[config.mk]
export PLATFORM = sky130hd
export DESIGN_NAME = sha256_stream_core
export DESIGN_NICKNAME = d
export VERILOG_FILES = /design/src/rtl/sha256_pkg.sv /design/src/rtl/sha256_round.sv /design/src/rtl/sha256_stream_core.sv
export SDC_FILE = /design/constraint.sdc
export NUM_CORES = 2
export LEC_CHECK = 0
export BUFFER_PORTS_ARGS = -buffer_cell sky130_fd_sc_hd__buf_2
export CELL_PAD_IN_SITES_DETAIL_PLACEMENT = 1
export CELL_PAD_IN_SITES_GLOBAL_PLACEMENT = 1
export CORE_AREA = 5 5 549 497
export DETAILED_ROUTE_END_ITERATION = 8
export DIE_AREA = 0 0 554 502
export PLACE_DENSITY = 0.65
export SLEW_MARGIN = 10
export SYNTH_ARGS = -nofsm -noshare
export SYNTH_HDL_FRONTEND = slang
export SYNTH_SLANG_ARGS = --single-unit
export TNS_END_PERCENT = 50
[constraint.sdc]
create_clock -name clk -period 11.6 [get_ports clk]
set_clock_uncertainty 0.1 [all_clocks]
set_input_delay 1.16 -clock clk [delete_from_list [all_inputs] [get_ports clk]]
set_output_delay 1.16 -clock clk [all_outputs]
set_load 0.005 [all_outputs]
[src/rtl/sha256_pkg.sv]
// SHA-256 constants, round helper functions and FSM state encoding shared by the core and its round stage.
// The SHA-224 IV lives here unconditionally so the mode option only touches the core.
package sha256_pkg;

    typedef logic [1:0] state_t;
    localparam state_t IDLE  = 2'd0;
    localparam state_t ROUND = 2'd1;
    localparam state_t FINAL = 2'd2;
    localparam state_t OUT   = 2'd3;

    localparam logic [255:0] IV256 = {
        32'h6a09e667, 32'hbb67ae85, 32'h3c6ef372, 32'ha54ff53a,
        32'h510e527f, 32'h9b05688c, 32'h1f83d9ab, 32'h5be0cd19
    };

    localparam logic [255:0] IV224 = {
        32'hc1059ed8, 32'h367cd507, 32'h3070dd17, 32'hf70e5939,
        32'hffc00b31, 32'h68581511, 32'h64f98fa7, 32'hbefa4fa4
    };

    localparam logic [31:0] K [0:63] = '{
        32'h428a2f98, 32'h71374491, 32'hb5c0fbcf, 32'he9b5dba5, 32'h3956c25b, 32'h59f111f1, 32'h923f82a4, 32'hab1c5ed5,
        32'hd807aa98, 32'h12835b01, 32'h243185be, 32'h550c7dc3, 32'h72be5d74, 32'h80deb1fe, 32'h9bdc06a7, 32'hc19bf174,
        32'he49b69c1, 32'hefbe4786, 32'h0fc19dc6, 32'h240ca1cc, 32'h2de92c6f, 32'h4a7484aa, 32'h5cb0a9dc, 32'h76f988da,
        32'h983e5152, 32'ha831c66d, 32'hb00327c8, 32'hbf597fc7, 32'hc6e00bf3, 32'hd5a79147, 32'h06ca6351, 32'h14292967,
        32'h27b70a85, 32'h2e1b2138, 32'h4d2c6dfc, 32'h53380d13, 32'h650a7354, 32'h766a0abb, 32'h81c2c92e, 32'h92722c85,
        32'ha2bfe8a1, 32'ha81a664b, 32'hc24b8b70, 32'hc76c51a3, 32'hd192e819, 32'hd6990624, 32'hf40e3585, 32'h106aa070,
        32'h19a4c116, 32'h1e376c08, 32'h2748774c, 32'h34b0bcb5, 32'h391c0cb3, 32'h4ed8aa4a, 32'h5b9cca4f, 32'h682e6ff3,
        32'h748f82ee, 32'h78a5636f, 32'h84c87814, 32'h8cc70208, 32'h90befffa, 32'ha4506ceb, 32'hbef9a3f7, 32'hc67178f2
    };

    function automatic logic [31:0] rotr(input logic [31:0] x, input int unsigned n);
        return (x >> n) | (x << (32 - n));
    endfunction

    function automatic logic [31:0] S0(input logic [31:0] x);
        return rotr(x, 2) ^ rotr(x, 13) ^ rotr(x, 22);
    endfunction

    function automatic logic [31:0] S1(input logic [31:0] x);
        return rotr(x, 6) ^ rotr(x, 11) ^ rotr(x, 25);
    endfunction

    function automatic logic [31:0] s0(input logic [31:0] x);
        return rotr(x, 7) ^ rotr(x, 18) ^ (x >> 3);
    endfunction

    function automatic logic [31:0] s1(input logic [31:0] x);
        return rotr(x, 17) ^ rotr(x, 19) ^ (x >> 10);
    endfunction

    function automatic logic [31:0] ch(input logic [31:0] e, input logic [31:0] f, input logic [31:0] g);
        return (e & f) ^ (~e & g);
    endfunction

    function automatic logic [31:0] maj(input logic [31:0] a, input logic [31:0] b, input logic [31:0] c);
        return (a & b) ^ (a & c) ^ (b & c);
    endfunction

endpackage

[src/rtl/sha256_round.sv]
// One combinational SHA-256 round: {a..h} in, next {a..h} out.
// Zero latency; no flow control of its own.
module sha256_round
    import sha256_pkg::*;
(
    input  logic [255:0] state_in,
    input  logic [31:0]  k,
    input  logic [31:0]  w,
    output logic [255:0] state_out
);

    logic [31:0] a, b, c, d, e, f, g, h;
    logic [31:0] t1, t2;

    assign {a, b, c, d, e, f, g, h} = state_in;
    assign t1 = h + S1(e) + ch(e, f, g) + k + w;
    assign t2 = S0(a) + maj(a, b, c);
    assign state_out = {t1 + t2, a, b, c, d + t1, e, f, g};

endmodule

[src/rtl/sha256_stream_core.sv]
// Multi-block SHA-256 engine, ROUNDS_PER_CYCLE rounds per clock; optional SHA-224 via SHA256_SHA224_MODE_EN.
// Latency: digest_valid N+1 edges after block accept (N = 64/ROUNDS_PER_CYCLE); one block per N+2 cycles.
// Backpressure: blk_ready only in IDLE; digest held stable until digest_ready.
module sha256_stream_core
    import sha256_pkg::*;
#(
    parameter int ROUNDS_PER_CYCLE = 1
)(
    input  logic         clk,
    input  logic         reset_n,
    input  logic         blk_valid,
    output logic         blk_ready,
    input  logic [511:0] blk_data,
    input  logic         blk_first,
    input  logic         blk_last,
`ifdef SHA256_SHA224_MODE_EN
    input  logic         mode_224,
`endif
    output logic         digest_valid,
    input  logic         digest_ready,
    output logic [255:0] digest,
    output logic         busy
);

    localparam int         R        = ROUNDS_PER_CYCLE;
    localparam logic [6:0] LAST_RND = 7'(64 - R);

    state_t       state;
    logic [6:0]   rnd;
    logic [255:0] work;
    logic [255:0] h;
    logic [31:0]  win [0:15];
    logic [31:0]  ext [0:15+R];
    logic         first_q;
    logic         last_q;
    logic [255:0] digest_q;
    logic [255:0] iv_load;
    logic [255:0] iv_q;
    logic [255:0] h_base;
    logic [255:0] h_new;
    logic [255:0] dig_new;

`ifdef SHA256_SHA224_MODE_EN
    logic mode_q;
    assign iv_load = mode_224 ? IV224 : IV256;
    assign iv_q    = mode_q   ? IV224 : IV256;
    assign dig_new = mode_q ? {h_new[255:32], 32'h0} : h_new;
`else
    assign iv_load = IV256;
    assign iv_q    = IV256;
    assign dig_new = h_new;
`endif

    // Rounds chain through per-stage wires so each stage sees the previous stage's output directly.
    for (genvar i = 0; i < R; i++) begin : g_rnd
        logic [5:0]   kidx;
        logic [255:0] rin;
        logic [255:0] rout;
        assign kidx = rnd[5:0] + 6'(i);
        if (i == 0) begin : g_head
            assign rin = work;
        end else begin : g_tail
            assign rin = g_rnd[i-1].rout;
        end
        sha256_round u_round (
            .state_in  (rin),
            .k         (K[kidx]),
            .w         (win[i]),
            .state_out (rout)
        );
    end

    // ext holds the live window followed by R freshly scheduled words; the window then slides by R.
    always_comb begin
        for (int j = 0; j < 16 + R; j++) begin
            ext[j] = '0;
        end
        for (int j = 0; j < 16; j++) begin
            ext[j] = win[j];
        end
        for (int j = 0; j < R; j++) begin
            ext[16+j] = s1(ext[14+j]) + ext[9+j] + s0(ext[1+j]) + ext[j];
        end
    end

    always_comb begin
        h_base = first_q ? iv_q : h;
        h_new  = '0;
        for (int j = 0; j < 8; j++) begin
            h_new[255-32*j -: 32] = h_base[255-32*j -: 32] + work[255-32*j -: 32];
        end
    end

    always_ff @(posedge clk or negedge reset_n) begin
        if (!reset_n) begin
            state    <= IDLE;
            rnd      <= '0;
            work     <= '0;
            h        <= IV256;
            first_q  <= 1'b0;
            last_q   <= 1'b0;
            digest_q <= '0;
`ifdef SHA256_SHA224_MODE_EN
            mode_q   <= 1'b0;
`endif
            for (int j = 0; j < 16; j++) begin
                win[j] <= '0;
            end
        end else begin
            case (state)
                IDLE: begin
                    if (blk_valid) begin
                        work    <= blk_first ? iv_load : h;
                        rnd     <= '0;
                        first_q <= blk_first;
                        last_q  <= blk_last;
`ifdef SHA256_SHA224_MODE_EN
                        if (blk_first) begin
                            mode_q <= mode_224;
                        end
`endif
                        for (int j = 0; j < 16; j++) begin
                            win[j] <= blk_data[511-32*j -: 32];
                        end
                        state <= ROUND;
                    end
                end
                ROUND: begin
                    work <= g_rnd[R-1].rout;
                    rnd  <= rnd + 7'(R);
                    for (int j = 0; j < 16; j++) begin
                        win[j] <= ext[j+R];
                    end
                    if (rnd == LAST_RND) begin
                        state <= FINAL;
                    end
                end
                FINAL: begin
                    h <= h_new;
                    if (last_q) begin
                        digest_q <= dig_new;
                        state    <= OUT;
                    end else begin
                        state <= IDLE;
                    end
                end
                OUT: begin
                    if (digest_ready) begin
                        state <= IDLE;
                    end
                end
                default: state <= IDLE;
            endcase
        end
    end

    assign blk_ready    = (state == IDLE) && reset_n;
    assign digest_valid = (state == OUT);
    assign digest       = digest_q;
    assign busy         = (state != IDLE);

endmodule

==> flow_metrics.env <==
export IMPL_outcome="completed"
export IMPL_post_drt_wl_per_cell_um=27.6
export IMPL_synth_flop_cell="dfrtp_1"
export IMPL_mappedNetlistNets=10800
export IMPL_crit_fanout=15
export IMPL_ys_seq_area_share_pct=39.5
export IMPL_cp_end_kind="flop"
export IMPL_cts_tree="done"
export IMPL_synth_distinct_cells=90
export IMPL_async_flop_share_pct=100
export IMPL_hp_class="primary input to asynchronous set/reset pin"
export IMPL_fin_util_pct=35.7
export IMPL_finalCritPeriodShare_pct=83.6
export IMPL_ctsResizeCount=0
export IMPL_layout_nets=11200
export IMPL_coreArea_um2=266000
export IMPL_port_buffers=776
export IMPL_grt_max_degree=219
export IMPL_fp_dieW_um=554
export IMPL_antenna_found_initial=95
export IMPL_initial_core_util_pct=30.9
export IMPL_timing_final_ws_setup_ps=1900
export IMPL_finalWirelength_um=382000
export IMPL_fin_crit_ps=9700
export IMPL_grt_ovfl_total=0
export IMPL_layout_drive_gt1_share_pct=15.1
export IMPL_hold_buffers=0
export IMPL_drv_cap=0
export IMPL_netlist_area_um2=82200
export IMPL_cts_clk_slew_worst_paths_ps=80
export IMPL_io_pins=777
export IMPL_track_usage_pct=26.7
export IMPL_rsz0062_at_grt="false"
export IMPL_numClockSinks=1291
export IMPL_postSynthCellCount=9732
export IMPL_r2r_start="rnd[1]"
export IMPL_die_area_um2=278000
export IMPL_crit_required_ps=12210
export IMPL_crit_type="flop to flop"
export IMPL_place_worst_setup_slack_ps=2070
export IMPL_area_growth_pct=15.5
export IMPL_cts_root_buf="clkbuf_16"
export IMPL_start_kind="flop"
export IMPL_cp_slowest_cell="fa_1"
export IMPL_critical_path_top_delay_family="compound AO/OA/AOI/OAI gates"
export IMPL_place_congestion=0.932
export IMPL_cpPeakStageDelay_ps=620
export IMPL_fmax_mhz=103
export IMPL_fin_hold_ws_ps=97.8
export IMPL_first_global_vias=76500
export IMPL_synth_area_per_cell_um2=8.45
export IMPL_synth_warning_count=0
export IMPL_synth_enable_flop_cells=0
export IMPL_cp_arrival_ps=10310
export IMPL_hold_viol_final=0
export IMPL_fp_row_count=180
export IMPL_ys_ff_latch=1291
export IMPL_drc_errors=0
export IMPL_cts_buffer_depth=4
export IMPL_drv_slew=0
export IMPL_num_fill_cells=31500
export IMPL_die_y_um=502
export IMPL_ctsHtreeMaxLevel=4
export IMPL_cts_made_buffers=164
export IMPL_finalSetupViolations=0
export IMPL_relSlewSlack_pct=16.6
export IMPL_cts_setup_buffers=0
export IMPL_critPathLaunch="rnd[1]"
export IMPL_antenna_left=0
export IMPL_grt_pass1_wl_um=550000
export IMPL_vias=75200
export IMPL_place_hpwl_um=295000
export IMPL_tns_ps=0
export IMPL_first_iter_violations=6488
export IMPL_worst_slew_pin_slew_ps=1250
export IMPL_vias_per_cell=5.43
export IMPL_clk_insertion_delay_late_ps=870
export IMPL_crit_buf_inv=5
export IMPL_drt_first_pass_iters=6
Yosys cell counts (16+ instances only):
cell type	instances	area, um2
nand2_1	1773	6660
dfrtp_1	1155	28900
nor2_1	968	3630
o21ai_0	787	3940
clkbuf_1	618	2320
a31oi_1	536	3350
inv_1	466	1750
a21oi_1	424	2120
ha_1	399	4990
xnor2_1	302	2650
xor2_1	287	2510
fa_1	195	3900
nor2b_1	171	1070
a21o_1	168	1260
o22ai_1	157	982
or2_2	155	970
dfstp_2	136	3570
and3_1	101	632
nor3_1	82	410
a211oi_1	71	533
nand3_1	69	345
nand2b_1	63	394
o21bai_1	60	450
o21a_1	50	375
o211ai_1	44	330
buf_1	39	146
mux2_2	38	428
or3_1	36	225
o31ai_1	32	240
mux2i_1	31	310
a222oi_1	30	300
nand4_1	28	175
and2_1	17	106
a31o_2	16	140
metrics by stage:
step,instance area [um2],std cells
4_1_cts,94800,13800
5_1_grt,94900,13800
3_3_place_gp,89200,13500
3_5_place_dp,89200,13500
6_report,94900,13900
2_1_floorplan,82200,9732
area by class of cell:
type / instances / area, um2 / area share, %
well taps: 3549 / 4440 / 4.68
repair buffers: 895 / 4930 / 5.19
clock buffers: 226 / 4690 / 4.94
flip-flops and latches: 1291 / 32500 / 34.2
inverters: 469 / 1760 / 1.86
clock inverters: 67 / 948 / 0.999
multi-input cells: 7314 / 45600 / 48.0
diodes: 42 / 105 / 0.111
layout by cell type, fill, tap and decap left out, types with 31 or more instances in the layout:
cell type | netlist | final
o22ai_1 | 157 | 157
nand2b_1 | 63 | 61
or3_1 | 36 | 36
nand3_1 | 69 | 69
buf_2 | 0 | 775
nor2_1 | 968 | 966
ha_1 | 399 | 399
or2_2 | 155 | 154
a31oi_1 | 536 | 536
dfrtp_1 | 1155 | 1151
o211ai_1 | 44 | 44
mux2i_1 | 31 | 31
nor2b_1 | 171 | 169
diode_2 | 0 | 42
and3_1 | 101 | 101
a21oi_1 | 424 | 424
fa_1 | 195 | 195
o21ai_0 | 787 | 787
nand2_1 | 1773 | 1770
o21bai_1 | 60 | 60
o21a_1 | 50 | 50
o31ai_1 | 32 | 32
xor2_1 | 287 | 287
clkbuf_16 | 0 | 164
buf_4 | 1 | 108
xnor2_1 | 302 | 302
mux2_2 | 38 | 38
a211oi_1 | 71 | 71
clkbuf_8 | 0 | 35
nor3_1 | 82 | 82
a21o_1 | 168 | 168
dfstp_2 | 136 | 136
inv_1 | 466 | 465
kinds of logic after synthesis:
| logic type | count (synthesis) | synth area share [%] |
|---|---|---|
| AOI/OAI and AO/OA | 2553 | 19.0 |
| xor gates and xnor gates | 590 | 6.30 |
| adders and majority gates | 596 | 10.8 |
| buffers and inverters | 1127 | 5.15 |
| DFF | 1291 | 39.5 |
| muxes | 76 | 1.09 |
| and+or+nand+nor | 3499 | 18.1 |
metal layers:
layer / track usage (%) / up-vias / part of all wire (%)
li1: - / 34000 / -
met1: 38.6 / 38200 / 47
met2: 39.6 / 2409 / 42
met3: 5.65 / 535 / 7.4
met4: 8.61 / 32 / 3.4
met5: 0 / - / 0.055
final timing paths:
check,end,slack [ps],cells past startpoint
worst max-delay path,g_rnd[0].rin[255],1900,34
worst min-delay path,h[73],100,1
worst max register to register,g_rnd[0].rin[255],1900,34
worst min register to register,h[0],370,2
max in group asynchronous,digest[177],8480,4
min in group clk,h[0],370,2
state kept, by name, summed over array words and instances (netlist names):
register and flops:
ext 512, digest 256, g_rnd.rin 256, h 256, rnd 7, state 2
first_q 1, last_q 1
Power is not shown: default switching activity piles up to over one toggle a cycle in this logic, so the estimate is an artifact.
